File: src/rtl/mux_arb_pkg.sv
// Shared types and helpers for the two-requester round-robin mux arbiter.
package mux_arb_pkg;

  typedef enum logic {
    ST_EMPTY = 1'b0,
    ST_FULL  = 1'b1
  } state_t;

  localparam logic GRANT_IN0 = 1'b0;
  localparam logic GRANT_IN1 = 1'b1;

  function automatic int clog2(input int value);
    int r;
    r = 0;
    for (int v = value - 1; v > 0; v = v >> 1) r++;
    return r;
  endfunction

endpackage

File: src/rtl/mux_rr_grant.sv
// Combinational two-way grant: round-robin with a bounded burst allowance for the current owner.
module mux_rr_grant
  import mux_arb_pkg::*;
#(
  parameter int MAX_BURST = 2,
  parameter int CNT_W     = clog2(MAX_BURST + 1)
) (
  input  logic [1:0]       valid,
  input  logic             owner,
  input  logic [CNT_W-1:0] cnt,
  output logic             sel
);

  always_comb begin
    sel = owner;
    case (valid)
      2'b01:   sel = GRANT_IN0;
      2'b10:   sel = GRANT_IN1;
      // Contention: owner keeps the path until its burst allowance is used up.
      2'b11:   sel = (cnt < CNT_W'(MAX_BURST)) ? owner : ~owner;
      default: sel = owner;
    endcase
  end

endmodule

File: src/rtl/mux_rr_arbiter.sv
// Shares one 2:1 select path between two valid/ready producers with a registered single-entry output.
module mux_rr_arbiter
  import mux_arb_pkg::*;
#(
  parameter int WIDTH     = 8,
  parameter int MAX_BURST = 2
) (
  input  logic             clk,
  input  logic             rst_n,
  input  logic [WIDTH-1:0] in0_data,
  input  logic             in0_valid,
  output logic             in0_ready,
  input  logic [WIDTH-1:0] in1_data,
  input  logic             in1_valid,
  output logic             in1_ready,
  output logic [WIDTH-1:0] out_data,
  output logic             out_valid,
  input  logic             out_ready,
  output logic             sel,
  output logic             busy
);

  localparam int CNT_W = clog2(MAX_BURST + 1);

  state_t           state, state_next;
  logic             owner;
  logic [CNT_W-1:0] cnt;
  logic             space;
  logic             accept;
  logic [WIDTH-1:0] sel_data;
  logic [WIDTH-1:0] data_p1;
  logic             vld_p1;

  function automatic logic [CNT_W-1:0] sat_inc(input logic [CNT_W-1:0] c);
    if (c >= CNT_W'(MAX_BURST)) return CNT_W'(MAX_BURST);
    return c + CNT_W'(1);
  endfunction

  mux_rr_grant #(
    .MAX_BURST(MAX_BURST),
    .CNT_W    (CNT_W)
  ) u_grant (
    .valid({in1_valid, in0_valid}),
    .owner(owner),
    .cnt  (cnt),
    .sel  (sel)
  );

  assign vld_p1    = (state == ST_FULL);
  assign space     = !vld_p1 | out_ready;
  assign in0_ready = space & (sel == GRANT_IN0) & rst_n;
  assign in1_ready = space & (sel == GRANT_IN1) & rst_n;
  assign accept    = (in0_valid & in0_ready) | (in1_valid & in1_ready);
  assign sel_data  = sel ? in1_data : in0_data;
  assign busy      = vld_p1 | in0_valid | in1_valid;

  always_comb begin
    state_next = state;
    case (state)
      ST_EMPTY: if (accept) state_next = ST_FULL;
      ST_FULL:  if (out_ready && !accept) state_next = ST_EMPTY;
      default:  state_next = ST_EMPTY;
    endcase
  end

  always_ff @(posedge clk) begin
    if (!rst_n) state <= ST_EMPTY;
    else        state <= state_next;
  end

  // Stage p1: selected word registered on accept, held under backpressure.
  always_ff @(posedge clk) begin
    if (!rst_n)      data_p1 <= '0;
    else if (accept) data_p1 <= sel_data;
  end

  // Bookkeeping only moves on an accept so idle or blocked cycles never shift fairness.
  always_ff @(posedge clk) begin
    if (!rst_n) begin
      owner <= GRANT_IN1;
      cnt   <= CNT_W'(MAX_BURST);
    end else if (accept) begin
      if (sel == owner) begin
        cnt <= sat_inc(cnt);
      end else begin
        owner <= sel;
        cnt   <= CNT_W'(1);
      end
    end
  end

  assign out_data  = data_p1;
  assign out_valid = vld_p1;

endmodule
File: config.mk
export PLATFORM = sky130hd
export DESIGN_NAME = mux_rr_arbiter
export DESIGN_NICKNAME = d
export VERILOG_FILES = /design/src/rtl/mux_arb_pkg.sv /design/src/rtl/mux_rr_grant.sv /design/src/rtl/mux_rr_arbiter.sv
export SDC_FILE = /design/constraint.sdc
export NUM_CORES = 1
export LEC_CHECK = 0
export ABC_AREA = 1
export BUFFER_PORTS_ARGS = -buffer_cell sky130_fd_sc_hd__buf_2
export CORE_MARGIN = 5
export CORE_UTILIZATION = 39
export CTS_CLUSTER_DIAMETER = 80
export DETAILED_ROUTE_END_ITERATION = 7
export PLACE_DENSITY = 0.72
export REMOVE_ABC_BUFFERS = 1
export SLEW_MARGIN = 20
export SYNTH_ARGS = -nofsm -noshare
export SYNTH_HDL_FRONTEND = slang
export SYNTH_SLANG_ARGS = --single-unit
File: constraint.sdc
create_clock -name clk -period 1.1 [get_ports clk]
set_input_delay 0.055 -clock clk [delete_from_list [all_inputs] [get_ports clk]]
set_output_delay 0.055 -clock clk [all_outputs]
set_load 0.02 [all_outputs]
---- After elaboration in Yosys (flattened, before gate mapping) ----
Index checks and enable logic that the tools add are counted.
word-level totals
  register bits ........................... 12
  output and inout bits ................... 13
  logic and storage cells ................. 42
operators by class
  add/subtract/negate cells ............... 1
  reduce and logical (&&, ||, !) cells .... 4
  order comparisons ....................... 2
  muxes and demuxes ....................... 13
  eq/ne operators ......................... 4
  bitwise gates (word level) .............. 14
operator list
  kind                   number
  $mux W8                1
  $mux W1                7
  $and A1 B1 Y1          6
  $mux W2                3
  $eq A2 B2 Y1 const B   2
  $not A1 Y1             4
  $or A1 B1 Y1           4
  $pmux W1 S3            1
  $add A2 B1 Y2 const B  1
  $eq A2 B1 Y1 const B   1
  $ge A2 B2 Y1 const B   1
  $logic_not A1 Y1       2
  $lt A2 B2 Y1 const B   1
  $pmux W1 S2            1
  $reduce_and A2 Y1      1
  $eq A1 B1 Y1           1
  $logic_and A1 B1 Y1    1

---- Longest topological paths before layout ----
Gate-level depths: netlist (run 1).
  word-level depth ........................ 12
  gate-level depth with buffers ........... 10
  depth with buffers taken out ............ 10

---- Cells and area by module ----
From an unflattened synthesis (run 1), not the netlist that was laid out.
second synthesis, totals
  cells, all modules ...................... 100
  area total of the unflattened synthesis .. 644.4 um^2
modules (own cells, without submodules)
  module          sequential area each (um^2)  area an instance (um^2)  cells an instance  instances
  mux_rr_arbiter  240.2                        613.1                    92                 1
  mux_rr_grant    0.0                          31.3                     8                  1

---- Least setup slack after synthesis (run 1) ----
OpenSTA, ideal clock, no wires.
  kind .................................... reg-to-reg
  start ................................... reg state, in the netlist out_valid
  end ..................................... reg data_p1[0], in the netlist out_data[0]
  path slack .............................. -0.046 ns
  cell stages (with the launch flop) ...... 7
  data arrival time ....................... 1.034 ns
  clock period less this slack ............ 1.146 ns
  setup time .............................. 0.113 ns
  path buffers ............................ 0
  cell sequence ........................... dfxtp_1 a21oi_2 nand4_1 nand2_1 inv_2 nor2_1 nor2_1
between the ends
  cells in the longest elaborated chain, start to end .. 6
  elaborated cells on any way between the ends .. 9
RTL lines
  item                                           RTL line                                    RTL
  start, declared                                mux_rr_arbiter.sv:25                        state_t state, state_next;
  start signal, assigned                         mux_rr_arbiter.sv:68                        else state <= state_next;
  $logic_not A1 Y1 *                             mux_rr_arbiter.sv:50                        assign space = !vld_p1 | out_ready;
  $or A1 B1 Y1 *                                 mux_rr_arbiter.sv:50
  $and A1 B1 Y1 (on tied branches) (2 in a row)  mux_rr_arbiter.sv:51, mux_rr_arbiter.sv:52
  $and A1 B1 Y1                                  mux_rr_arbiter.sv:53                        assign accept = (in0_valid & in0_ready) | (in1_valid & in1_ready);
  $or A1 B1 Y1 *                                 mux_rr_arbiter.sv:53
  end signal, assigned                           mux_rr_arbiter.sv:74                        else if (accept) data_p1 <= sel_data;
  end, declared                                  mux_rr_arbiter.sv:31                        logic [WIDTH-1:0] data_p1;
Mark *: on every way between the ends. The rest lies on a longest branch, timed or not.
A chain may end at the register's enable or synchronous reset.

---- Worst setup path in the final report (run 1) ----
  start ................................... reg cnt[1]
  end ..................................... reg state, in the netlist out_valid
between the ends
  cells in the longest elaborated chain, start to end .. 12
  elaborated cells on any way between the ends .. 16
RTL lines
  item                        RTL line              RTL
  start, declared             mux_rr_arbiter.sv:27  logic [CNT_W-1:0] cnt;
  start signal, assigned      mux_rr_arbiter.sv:81  cnt <= CNT_W'(MAX_BURST);
  start signal, assigned      mux_rr_arbiter.sv:84  cnt <= sat_inc(cnt);
  $lt A2 B2 Y1 *              mux_rr_grant.sv:20    2'b11: sel = (cnt < CNT_W'(MAX_BURST)) ? owner : ~owner;
  $mux W1 *                   mux_rr_grant.sv:20
  $pmux W1 S3 *               mux_rr_grant.sv:16    case (valid)
  $not A1 Y1                  mux_rr_arbiter.sv:51  assign in0_ready = space & (sel == GRANT_IN0) & rst_n;
  $and A1 B1 Y1 (2 in a row)  mux_rr_arbiter.sv:51
  $and A1 B1 Y1               mux_rr_arbiter.sv:53
  $or A1 B1 Y1 *              mux_rr_arbiter.sv:53
  $logic_not A1 Y1            mux_rr_arbiter.sv:61  ST_FULL: if (out_ready && !accept) state_next = ST_EMPTY;
  $logic_and A1 B1 Y1         mux_rr_arbiter.sv:61
  $mux W1                     mux_rr_arbiter.sv:61
  $pmux W1 S2 *               mux_rr_arbiter.sv:59  case (state)
Marked as above.

==> tab_implementation.tex, run 1 <==
\begin{tabular}{lr}
\hline
Metric & Value \\
\hline
\multicolumn{2}{l}{\textbf{Outcome}} \\
\quad Run status & complete, but fails checks \\
\quad Violated checks & negative setup slack \\
\multicolumn{2}{l}{\textbf{Synth}} \\
\quad Syn Inst Count & 114 \\
\quad FF+latch count, synth & 12 \\
\quad Library cell with the largest summed area after synthesis & sky130\_fd\_sc\_hd\_\_dfxtp\_1 \\
\quad Number of distinct library cells after synthesis & 14 \\
\quad Fraction of synthesized cell area taken by the top area cell type & 35.0\% \\
\quad Avg Synthesized Cell Area & 6.03 um\^{}2 \\
\quad Fraction of the yosys area taken by sequential cells & 35.0\% \\
\quad Main area contributors after synthesis & sky130\_fd\_sc\_hd\_\_dfxtp\_1 (35\%), sky130\_fd\_sc\_hd\_\_nand2\_1 (26\%), sky130\_fd\_sc\_hd\_\_nor2\_1 (11\%), sky130\_fd\_sc\_hd\_\_nand3b\_1 (8.7\%), sky130\_fd\_sc\_hd\_\_inv\_1 (4.9\%) \\
\quad Count of synthesis-stage warnings from yosys & 0 \\
\quad Synthesized cell area & 687 um\^{}2 \\
\multicolumn{2}{l}{\textbf{Setup path}} \\
\quad Maximum fanout encountered on the critical timing path & 4 \\
\quad Startpoint type of the worst setup path & flop \\
\quad Worst r2r dst & out\_valid\$\_SDFF\_PN0\_ \\
\quad Worst R2R Start & cnt[1]\$\_SDFFE\_PN1P\_ \\
\quad First element of the critical path & cnt[1]\$\_SDFFE\_PN1P\_ \\
\quad Termination of the worst setup path & out\_valid\$\_SDFF\_PN0\_ \\
\quad Worst Reg2Reg Path Length in Cells & 10 \\
\quad Crit. End Element & flop \\
\quad Slack of the worst reg-to-reg path & -0.28 ns \\
\quad WP data required & 1.26 ns \\
\quad Category of the critical setup timing path & flop to flop \\
\quad Endpoint arrival time on the critical path & 1.53 ns \\
\multicolumn{2}{l}{\textbf{Hold path}} \\
\quad Number of stages on the worst hold path & 3 \\
\quad Hold Crit Class & input port to flop \\
\multicolumn{2}{l}{\textbf{STA}} \\
\quad Unrepaired setup endpoints after global routing & true \\
\quad Number of endpoints failing setup at the final stage & 15 \\
\quad Hold violation count in the final report & 0 \\
\quad Sum Neg Setup Slack & -3.44 ns \\
\quad Total count of max-transition violations in the final report & 0 \\
\quad Crit path time final & 1.38 ns \\
\quad Relative slew slack & 79.1\% \\
\quad Worst Slack Setup Final & -0.276 ns \\
\quad Fmax & 727 MHz \\
\quad Period Utilization, post-route & 125\% \\
\quad Worst Max-Slew Pin Slew & 0.310 ns \\
\quad Clock Skew & 0.00196 ns \\
\multicolumn{2}{l}{\textbf{Global route}} \\
\quad Pin count of the biggest net entering global routing & 12 \\
\quad Total GRT Usage & 16.0\% \\
\quad Global-route wire length before repair & 3360 um \\
\quad Antenna violations before repair & 0 \\
\quad Final global-route overflow total & 0 \\
\quad Vias in the first global route & 826 \\
\multicolumn{2}{l}{\textbf{Job}} \\
\quad Max capacitance violation total & 0 \\
\multicolumn{2}{l}{\textbf{Clocking}} \\
\quad Max Root-Sink Buffers & 2 \\
\quad Clock root buffer & sky130\_fd\_sc\_hd\_\_clkbuf\_4 \\
\quad CTS H-tree lvls & 1 \\
\quad Clock net sink count & 12 \\
\quad CTS Buf Count & 3 \\
\quad Clock slew seen by the registers of the worst setup and hold paths & 0.07 ns \\
\quad Worst-Skew Late Latency & 0.26 ns \\
\quad Cts hold-fix bufs & 0 \\
\quad CTS tree & built \\
\multicolumn{2}{l}{\textbf{Final layout}} \\
\quad Fillcell total & 149 \\
\quad Top library cells by usage in the layout, fill and taps aside & sky130\_fd\_sc\_hd\_\_nand2\_1 (42), sky130\_fd\_sc\_hd\_\_buf\_2 (29), sky130\_fd\_sc\_hd\_\_buf\_4 (17) \\
\quad FF/Latch Area & 243 um\^{}2 \\
\quad Leading cell type in the layout, fill and taps excluded & sky130\_fd\_sc\_hd\_\_nand2\_1 \\
\quad Fraction of final layout cells sized beyond drive strength 1 & 46.0\% \\
\quad Nets & 186 \\
\quad Utilization of the core after routing & 64.3\% \\
\quad Diode count & 0 \\
\quad Synthesis-to-layout area growth & 59.9\% \\
\quad Area of the multi-input gates & 435 um\^{}2 \\
\quad Post-route standard cell area excluding fillers & 1100 um\^{}2 \\
\multicolumn{2}{l}{\textbf{Floorplanning}} \\
\quad Vertical die dimension & 52.0 um \\
\quad Area of the die & 2700 um\^{}2 \\
\quad Initial standard-cell utilization of the core & 40.2\% \\
\quad Row count & 15 \\
\quad Die width & 52.0 um \\
\quad I/O pin total & 34 \\
\quad Core Box Area & 1710 um\^{}2 \\
\multicolumn{2}{l}{\textbf{Placement}} \\
\quad Routability-driven placement congestion ratio & 0.863 \\
\quad Post-placement cell area & 938 um\^{}2 \\
\quad Worst slack at placement & -0.108 ns \\
\quad Placed wire-length estimate & 1480 um \\
\quad I/O Buffers & 33 \\
\multicolumn{2}{l}{\textbf{Drt}} \\
\quad Final Routed Wirelength & 2140 um \\
\quad Wire per inst & 11.4 um \\
\quad Vias per std cell & 4.67 \\
\quad Antenna viol nets, final & 0 \\
\quad Post-route DRC & 0 \\
\quad Via count & 878 \\
\quad Detailed Routing Iterations Pass 1 & 4 \\
\quad Number of DRC violations after detailed-routing iteration 0 & 26 \\
\multicolumn{2}{l}{\textbf{Power}} \\
\quad Power density over the cells & 1160 nW/um\^{}2 \\
\quad Leakage power figure & 0.638 nW \\
\quad Power Total & 1.28 mW \\
\quad Peak supply drop & 0.000776 V \\
\hline
\end{tabular}
[power breakdown]
part           switching [mW]  total, mW  internal [mW]
clock network           0.131      0.258          0.126
logic                   0.290      0.518          0.228
registers              0.0210      0.500          0.479
[kinds of logic after synthesis]
group | count (synthesis) | synth area share (%)
buffers and inverters | 15 | 10.0
and+or+nand+nor | 83 | 51.5
DFF | 12 | 35.0
AOI/OAI and AO/OA | 4 | 3.46
[through the flow]
stage / hold WS [ns] / cells
3_3_place_gp: 0.348 / 179
2_1_floorplan: 0.124 / 110
4_1_cts: 0.0693 / 185
3_5_place_dp: 0.351 / 179
5_1_grt: 0.0817 / 188
6_report: 0.0753 / 188
[cells in the mapped netlist, drive strengths merged]
| library cell | count |
|---|---|
| o21ai | 2 |
| a21oi | 2 |
| nand3b | 8 |
| nor2 | 20 |
| nand4 | 2 |
| nand2 | 49 |
| dfxtp | 12 |
| buf | 4 |
| nand3 | 4 |
| inv | 11 |
[layer usage]
metal,vias to the layer above,GRT usage (%),part of all wire [%]
met5,-,0,0
met3,2,2.58,6.5
li1,448,-,-
met2,38,27.4,48
met4,0,6.11,0.28
met1,390,19.9,45
[layout make-up]
class	instances	share of cell area (%)
flip-flops and latches	12	22.1
multi-input cells	87	39.6
well taps	25	2.85
inverters	11	4.44
clock buffers	3	2.05
repair buffers	50	28.9
[worst max-delay path: stages, from the launching register on]
cell and delay, ns:
sky130_fd_sc_hd__dfxtp_2 0.33, sky130_fd_sc_hd__inv_2 0.06, sky130_fd_sc_hd__nand2_2 0.06, sky130_fd_sc_hd__nand2_2 0.09
sky130_fd_sc_hd__nand2_4 0.07, sky130_fd_sc_hd__buf_6 0.12, sky130_fd_sc_hd__nand4_1 0.12, sky130_fd_sc_hd__nand2_2 0.13
sky130_fd_sc_hd__buf_4 0.15, sky130_fd_sc_hd__o21ai_2 0.10, sky130_fd_sc_hd__inv_1 0.05
[registers in the layout, indices dropped and copies added, names as in the netlist]
| register | count |
|---|---|
| out_valid | 1 |
| cnt | 2 |
| out_data | 8 |
| owner | 1 |
[how the worst min path moves through the flow]
stage	start	endpoint	slack, ns
6_report	rst_n	cnt[0]$_SDFFE_PN0P_	0.08
5_1_grt	rst_n	cnt[0]$_SDFFE_PN0P_	0.08
4_1_cts	rst_n	cnt[0]$_SDFFE_PN0P_	0.07
3_5_place_dp	rst_n	cnt[0]$_SDFFE_PN0P_	0.35
3_3_place_gp	rst_n	cnt[0]$_SDFFE_PN0P_	0.35
2_1_floorplan	rst_n	owner$_SDFFE_PN1P_	0.12
[what timing repair did]
action                                  in CTS  in global routing
gates resized for setup                     23                 10
endpoints found under the setup margin      15                 16
setup buffers                                3                  3
pin swaps                                    4                  3
No activity file was read; power rests on OpenSTA's default activity.
==> run 2: changes to the inputs <==
- CORE_MARGIN: 5 -> 2
==> tab_implementation.tex, run 2 (synthesized netlist as in run 1, its figures left out) <==
\begin{tabular}{lr}
\hline
Metric & Value \\
\hline
\multicolumn{2}{l}{\textbf{Placement}} \\
\quad Routability-driven placement congestion ratio & 0.885 \\
\quad I/O Buffers & 33 \\
\quad Post-placement cell area & 921 um\^{}2 \\
\quad Placed wire-length estimate & 1400 um \\
\multicolumn{2}{l}{\textbf{STA}} \\
\quad Total count of max-transition violations in the final report & 0 \\
\quad Clock Skew & 0.00201 ns \\
\quad Hold violation count in the final report & 0 \\
\quad Relative slew slack & 79.3\% \\
\quad Worst hold slack & 0.0783 ns \\
\quad Period Utilization, post-route & 121\% \\
\quad Worst Max-Slew Pin Slew & 0.307 ns \\
\quad Crit path time final & 1.33 ns \\
\quad Fmax & 754 MHz \\
\quad Number of endpoints failing setup at the final stage & 15 \\
\quad Worst Slack Setup Final & -0.226 ns \\
\quad Unrepaired setup endpoints after global routing & true \\
\quad Sum Neg Setup Slack & -2.56 ns \\
\multicolumn{2}{l}{\textbf{Floorplanning}} \\
\quad Row count & 15 \\
\quad Die width & 46.0 um \\
\quad I/O pin total & 34 \\
\quad Area of the die & 2110 um\^{}2 \\
\quad Vertical die dimension & 46.0 um \\
\quad Core Box Area & 1690 um\^{}2 \\
\quad Initial standard-cell utilization of the core & 40.7\% \\
\multicolumn{2}{l}{\textbf{Outcome}} \\
\quad Run status & complete, but fails checks \\
\quad Violated checks & negative setup slack \\
\multicolumn{2}{l}{\textbf{Setup path}} \\
\quad Category of the critical setup timing path & flop to primary output \\
\quad WP data required & 1.04 ns \\
\quad Maximum fanout encountered on the critical timing path & 3 \\
\quad Endpoint arrival time on the critical path & 1.27 ns \\
\quad Startpoint type of the worst setup path & flop \\
\quad Crit. End Element & primary output \\
\multicolumn{2}{l}{\textbf{Final layout}} \\
\quad Post-route standard cell area excluding fillers & 1090 um\^{}2 \\
\quad Nets & 182 \\
\quad Leading cell type in the layout, fill and taps excluded & sky130\_fd\_sc\_hd\_\_nand2\_1 \\
\quad Fillcell total & 151 \\
\quad Synthesis-to-layout area growth & 59.4\% \\
\quad Diode count & 0 \\
\quad Top library cells by usage in the layout, fill and taps aside & sky130\_fd\_sc\_hd\_\_nand2\_1 (43), sky130\_fd\_sc\_hd\_\_buf\_2 (29), sky130\_fd\_sc\_hd\_\_nor2\_1 (16) \\
\quad Fraction of final layout cells sized beyond drive strength 1 & 45.9\% \\
\quad Largest register FFs & 8 \\
\multicolumn{2}{l}{\textbf{Power}} \\
\quad Peak supply drop & 0.000709 V \\
\quad Leakage power figure & 0.629 nW \\
\quad Power density over the cells & 1190 nW/um\^{}2 \\
\quad Power Total & 1.30 mW \\
\multicolumn{2}{l}{\textbf{Global route}} \\
\quad Total GRT Usage & 22.5\% \\
\quad Global-route wire length before repair & 3410 um \\
\quad Vias in the first global route & 814 \\
\quad Antenna violations before repair & 0 \\
\quad Pin count of the biggest net entering global routing & 12 \\
\quad Final global-route overflow total & 0 \\
\multicolumn{2}{l}{\textbf{Clocking}} \\
\quad CTS tree & built \\
\quad Clock slew seen by the registers of the worst setup and hold paths & 0.08 ns \\
\quad Clock root buffer & sky130\_fd\_sc\_hd\_\_clkbuf\_4 \\
\quad Worst-Skew Late Latency & 0.27 ns \\
\quad CTS H-tree lvls & 1 \\
\quad CTS Buf Count & 3 \\
\quad Max Root-Sink Buffers & 2 \\
\quad Clock net sink count & 12 \\
\quad Cts hold-fix bufs & 0 \\
\multicolumn{2}{l}{\textbf{Drt}} \\
\quad Post-route DRC & 0 \\
\quad Number of DRC violations after detailed-routing iteration 0 & 5 \\
\quad Vias per std cell & 4.83 \\
\quad Antenna viol nets, final & 0 \\
\quad Detailed Routing Iterations Pass 1 & 4 \\
\quad Wire per inst & 12.1 um \\
\quad Final Routed Wirelength & 2120 um \\
\quad Via count & 850 \\
\multicolumn{2}{l}{\textbf{Hold path}} \\
\quad Hold Crit Class & input port to flop \\
\multicolumn{2}{l}{\textbf{Job}} \\
\quad Max capacitance violation total & 0 \\
\hline
\end{tabular}
run 2: area by class of cell:
| cell class | count | area [um^2] | share of cell area [%] |
|---|---|---|---|
| multi-input cells | 87 | 450 | 41.1 |
| repair buffers | 46 | 303 | 27.7 |
| flip-flops and latches | 12 | 246 | 22.5 |
| inverters | 11 | 51.3 | 4.69 |
| clock buffers | 3 | 22.5 | 2.06 |
| well taps | 17 | 21.3 | 1.94 |
run 2: where the power goes:
group / total, mW / switching (mW) / internal [mW]
combinational: 0.521 / 0.294 / 0.227
clock: 0.273 / 0.146 / 0.126
sequential: 0.504 / 0.0252 / 0.478
run 2: metal layers:
| metal | part of all wire (%) | vias to the layer above | global-route usage, % |
|---|---|---|---|
| met4 | 0.85 | 0 | 9.71 |
| met5 | 0 | - | 0 |
| met3 | 2.8 | 2 | 2.78 |
| li1 | - | 442 | - |
| met1 | 43 | 390 | 24.8 |
| met2 | 53 | 16 | 41.9 |
run 2: worst paths after layout:
path,to,startpoint,slack [ns],depth (start not counted)
min reg2reg,cnt[0]$_SDFFE_PN0P_,cnt[0]$_SDFFE_PN0P_,0.50,2
min,out_data[5]$_SDFFE_PN0P_,in0_data[5],0.08,5
max reg2reg,out_data[0]$_SDFFE_PN0P_,cnt[1]$_SDFFE_PN1P_,-0.20,10
max,in0_ready,cnt[1]$_SDFFE_PN1P_,-0.23,7
run 2: per-stage QoR:
step / setup WS, ns / utilization, % / instances
6_report: -0.226 / 64.8 / 176
5_1_grt: -0.315 / 64.8 / 176
4_1_cts: -0.203 / 62.9 / 176
3_5_place_dp: -0.107 / 54.5 / 170
3_3_place_gp: -0.0652 / 54.5 / 170
2_1_floorplan: -0.325 / - / 110
run 2: timing repair:
action                     4_1_cts  5_1_grt
resized for setup               33       10
buffers inserted                 3        0
setup endpoints to repair       15       16
pin swaps                        5        6
run 2: critical path: stages, from the launching register on:
cell and delay (ns):
sky130_fd_sc_hd__dfxtp_2 0.34, sky130_fd_sc_hd__inv_2 0.04, sky130_fd_sc_hd__nand2_1 0.09, sky130_fd_sc_hd__nand3_2 0.11, sky130_fd_sc_hd__nand2_4 0.14, sky130_fd_sc_hd__buf_6 0.12, sky130_fd_sc_hd__nor2_4 0.03, sky130_fd_sc_hd__buf_6 0.12
==> run 3: changes to the inputs <==
- CORE_UTILIZATION: 39 -> 43
- PLACE_DENSITY: 0.72 -> 0.76
- clock period: 1.1 -> 1.3 ns (I/O delays scaled with it)
==> tab_implementation.tex, run 3 (synthesized netlist as in run 1, its figures left out) <==
\begin{tabular}{lr}
\hline
Metric & Value \\
\hline
\multicolumn{2}{l}{\textbf{Setup path}} \\
\quad Slowest library cell on the worst path & sky130\_fd\_sc\_hd\_\_dfxtp\_2 \\
\quad Startpoint type of the worst setup path & flop \\
\quad WP data required & 1.48 ns \\
\quad Most frequent cell on the critical path & sky130\_fd\_sc\_hd\_\_nand2\_2 \\
\quad Critical-path cell list & inv\_2, nand2\_2, nand2\_1, nand2\_2, buf\_6, nand4\_1, nand2\_2, inv\_4, nor2\_2, nor2\_1 \\
\quad Endpoint arrival time on the critical path & 1.58 ns \\
\quad Category of the critical setup timing path & flop to flop \\
\quad Maximum fanout encountered on the critical timing path & 8 \\
\quad Crit. End Element & flop \\
\quad Delay of the slowest cell on the worst path & 0.34 ns \\
\multicolumn{2}{l}{\textbf{STA}} \\
\quad Worst hold slack & 0.0647 ns \\
\quad Unrepaired setup endpoints after global routing & true \\
\quad Hold violation count in the final report & 0 \\
\quad Worst Slack Setup Final & -0.101 ns \\
\quad Number of endpoints failing setup at the final stage & 14 \\
\quad Relative slew slack & 85.5\% \\
\quad Clock Skew & 0.000345 ns \\
\quad Worst Max-Slew Pin Slew & 0.217 ns \\
\quad Crit path time final & 1.40 ns \\
\quad Total count of max-transition violations in the final report & 0 \\
\quad Period Utilization, post-route & 108\% \\
\quad Fmax & 714 MHz \\
\multicolumn{2}{l}{\textbf{Clocking}} \\
\quad CTS Buf Count & 3 \\
\quad Max Root-Sink Buffers & 2 \\
\quad CTS tree & built \\
\quad Clock root buffer & sky130\_fd\_sc\_hd\_\_clkbuf\_4 \\
\quad Worst-Skew Late Latency & 0.28 ns \\
\quad CTS H-tree lvls & 1 \\
\quad Clock slew seen by the registers of the worst setup and hold paths & 0.08 ns \\
\quad Clock net sink count & 12 \\
\quad Cts hold-fix bufs & 0 \\
\multicolumn{2}{l}{\textbf{Placement}} \\
\quad Placed Instances & 164 \\
\quad Routability-driven placement congestion ratio & 0.865 \\
\quad Placed wire-length estimate & 1280 um \\
\quad I/O Buffers & 33 \\
\quad Worst slack at placement & 0.0347 ns \\
\multicolumn{2}{l}{\textbf{Power}} \\
\quad Switching share of power & 35.2\% \\
\quad Power Total & 1.18 mW \\
\quad Peak supply drop & 0.000702 V \\
\quad Sequential power share & 35.8\% \\
\quad Power density over the cells & 1070 nW/um\^{}2 \\
\quad Part of the total power dissipated in combinational logic & 38.0\% \\
\quad Leakage power figure & 0.637 nW \\
\quad Switching power & 0.416 mW \\
\quad Part of the power in the clock network & 26.2\% \\
\quad Internal Pwr Total & 0.768 mW \\
\multicolumn{2}{l}{\textbf{Final layout}} \\
\quad Fraction of final layout cells sized beyond drive strength 1 & 47.8\% \\
\quad Leading cell type in the layout, fill and taps excluded & sky130\_fd\_sc\_hd\_\_nand2\_1 \\
\quad Final cell count without fillers & 175 \\
\quad Largest register FFs & 8 \\
\quad Utilization of the core after routing & 73.3\% \\
\quad Nets & 181 \\
\quad Top library cells by usage in the layout, fill and taps aside & sky130\_fd\_sc\_hd\_\_nand2\_1 (42), sky130\_fd\_sc\_hd\_\_buf\_2 (30), sky130\_fd\_sc\_hd\_\_nor2\_1 (11) \\
\quad Diode count & 0 \\
\quad Synthesis-to-layout area growth & 60.7\% \\
\quad Fillcell total & 126 \\
\multicolumn{2}{l}{\textbf{Global route}} \\
\quad Global-route wire length before repair & 3130 um \\
\quad Total GRT Usage & 21.9\% \\
\quad Antenna violations before repair & 0 \\
\quad Pin count of the biggest net entering global routing & 12 \\
\quad Vias in the first global route & 752 \\
\quad Final global-route overflow total & 0 \\
\multicolumn{2}{l}{\textbf{Drt}} \\
\quad Vias per std cell & 4.99 \\
\quad Antenna viol nets, final & 0 \\
\quad Detailed Routing Iterations Pass 1 & 4 \\
\quad Post-route DRC & 0 \\
\quad Final Routed Wirelength & 2140 um \\
\quad Number of DRC violations after detailed-routing iteration 0 & 22 \\
\quad Wire per inst & 12.2 um \\
\quad Via count & 873 \\
\multicolumn{2}{l}{\textbf{Floorplanning}} \\
\quad Die width & 44.0 um \\
\quad Vertical die dimension & 44.0 um \\
\quad Initial standard-cell utilization of the core & 45.6\% \\
\quad Area of the die & 1930 um\^{}2 \\
\quad I/O pin total & 34 \\
\quad Core Box Area & 1510 um\^{}2 \\
\quad Row count & 14 \\
\multicolumn{2}{l}{\textbf{Outcome}} \\
\quad Violated checks & negative setup slack \\
\quad Run status & complete, but fails checks \\
\multicolumn{2}{l}{\textbf{Job}} \\
\quad Max capacitance violation total & 0 \\
\multicolumn{2}{l}{\textbf{Hold path}} \\
\quad Hold Crit Class & input port to flop \\
\hline
\end{tabular}
[run 3: cell count changes in the layout (fill, tap and decap cells not counted), moves of 2 or more]
cell and delta:
sky130_fd_sc_hd__nor2_2 +5, sky130_fd_sc_hd__inv_2 -2, sky130_fd_sc_hd__nor2_1 -5, sky130_fd_sc_hd__buf_4 -3
sky130_fd_sc_hd__inv_1 +2
[run 3: path summary, 6_finish.rpt]
kind	cells after the start	slack [ns]	startpoint	to
worst min-delay path	3	0.06	rst_n	cnt[0]$_SDFFE_PN0P_
worst min register to register	2	0.49	cnt[0]$_SDFFE_PN0P_	cnt[0]$_SDFFE_PN0P_
worst max register to register	10	-0.10	cnt[1]$_SDFFE_PN1P_	out_data[0]$_SDFFE_PN0P_
worst max-delay path	10	-0.10	cnt[1]$_SDFFE_PN1P_	out_data[0]$_SDFFE_PN0P_
[run 3: per-stage QoR]
stage | cell area [um^2] | setup TNS (ns)
after floorplan | 659 | -1.10
after CTS | 995 | -0.0279
after global placement | 882 | 0
after detailed placement | 882 | 0
after global routing | 1100 | -1.86
final | 1100 | -0.815
[run 3: repair_timing]
item / CTS / global route
endpoints found under the setup margin: 3 / 14
cloned: 0 / 1
resized for setup: 19 / 25
pin swaps: 3 / 1
buffers inserted: 3 / 3
[run 3: layer usage]
metal	up-vias	GRT usage, %	wire length, um
met2	37	34.7	1010
met4	0	12.1	51
met1	390	28.1	939
li1	440	-	-
met5	-	0	0
met3	6	3.33	143
[run 3: critical path: cells and delay by family (launching register included)]
| kind | cells | cell delay [ns] |
|---|---|---|
| buf+inv | 3 | 0.25 |
| flops | 1 | 0.34 |
| simple gates | 7 | 0.69 |
[run 3: power groups by stage]
stage / clock [mW] / combinational (mW) / sequential, mW
6_report: 0.310 / 0.450 / 0.424
5_1_grt: 0.339 / 0.489 / 0.429
4_1_cts: 0.318 / 0.378 / 0.423
3_5_place_dp: 0 / 0.329 / 0.430
3_3_place_gp: 0 / 0.324 / 0.429
2_1_floorplan: 0 / 0.170 / 0.464
[run 3: layout make-up]
| class | count | area [um^2] | area share (%) |
|---|---|---|---|
| Multi-Input combinational cell | 87 | 459 | 41.6 |
| Timing Repair Buffer | 45 | 297 | 26.9 |
| Sequential cell | 12 | 243 | 22.0 |
| Inverter | 11 | 48.8 | 4.42 |
| Clock buffer | 4 | 36.3 | 3.29 |
| Tap cell | 16 | 20.0 | 1.81 |
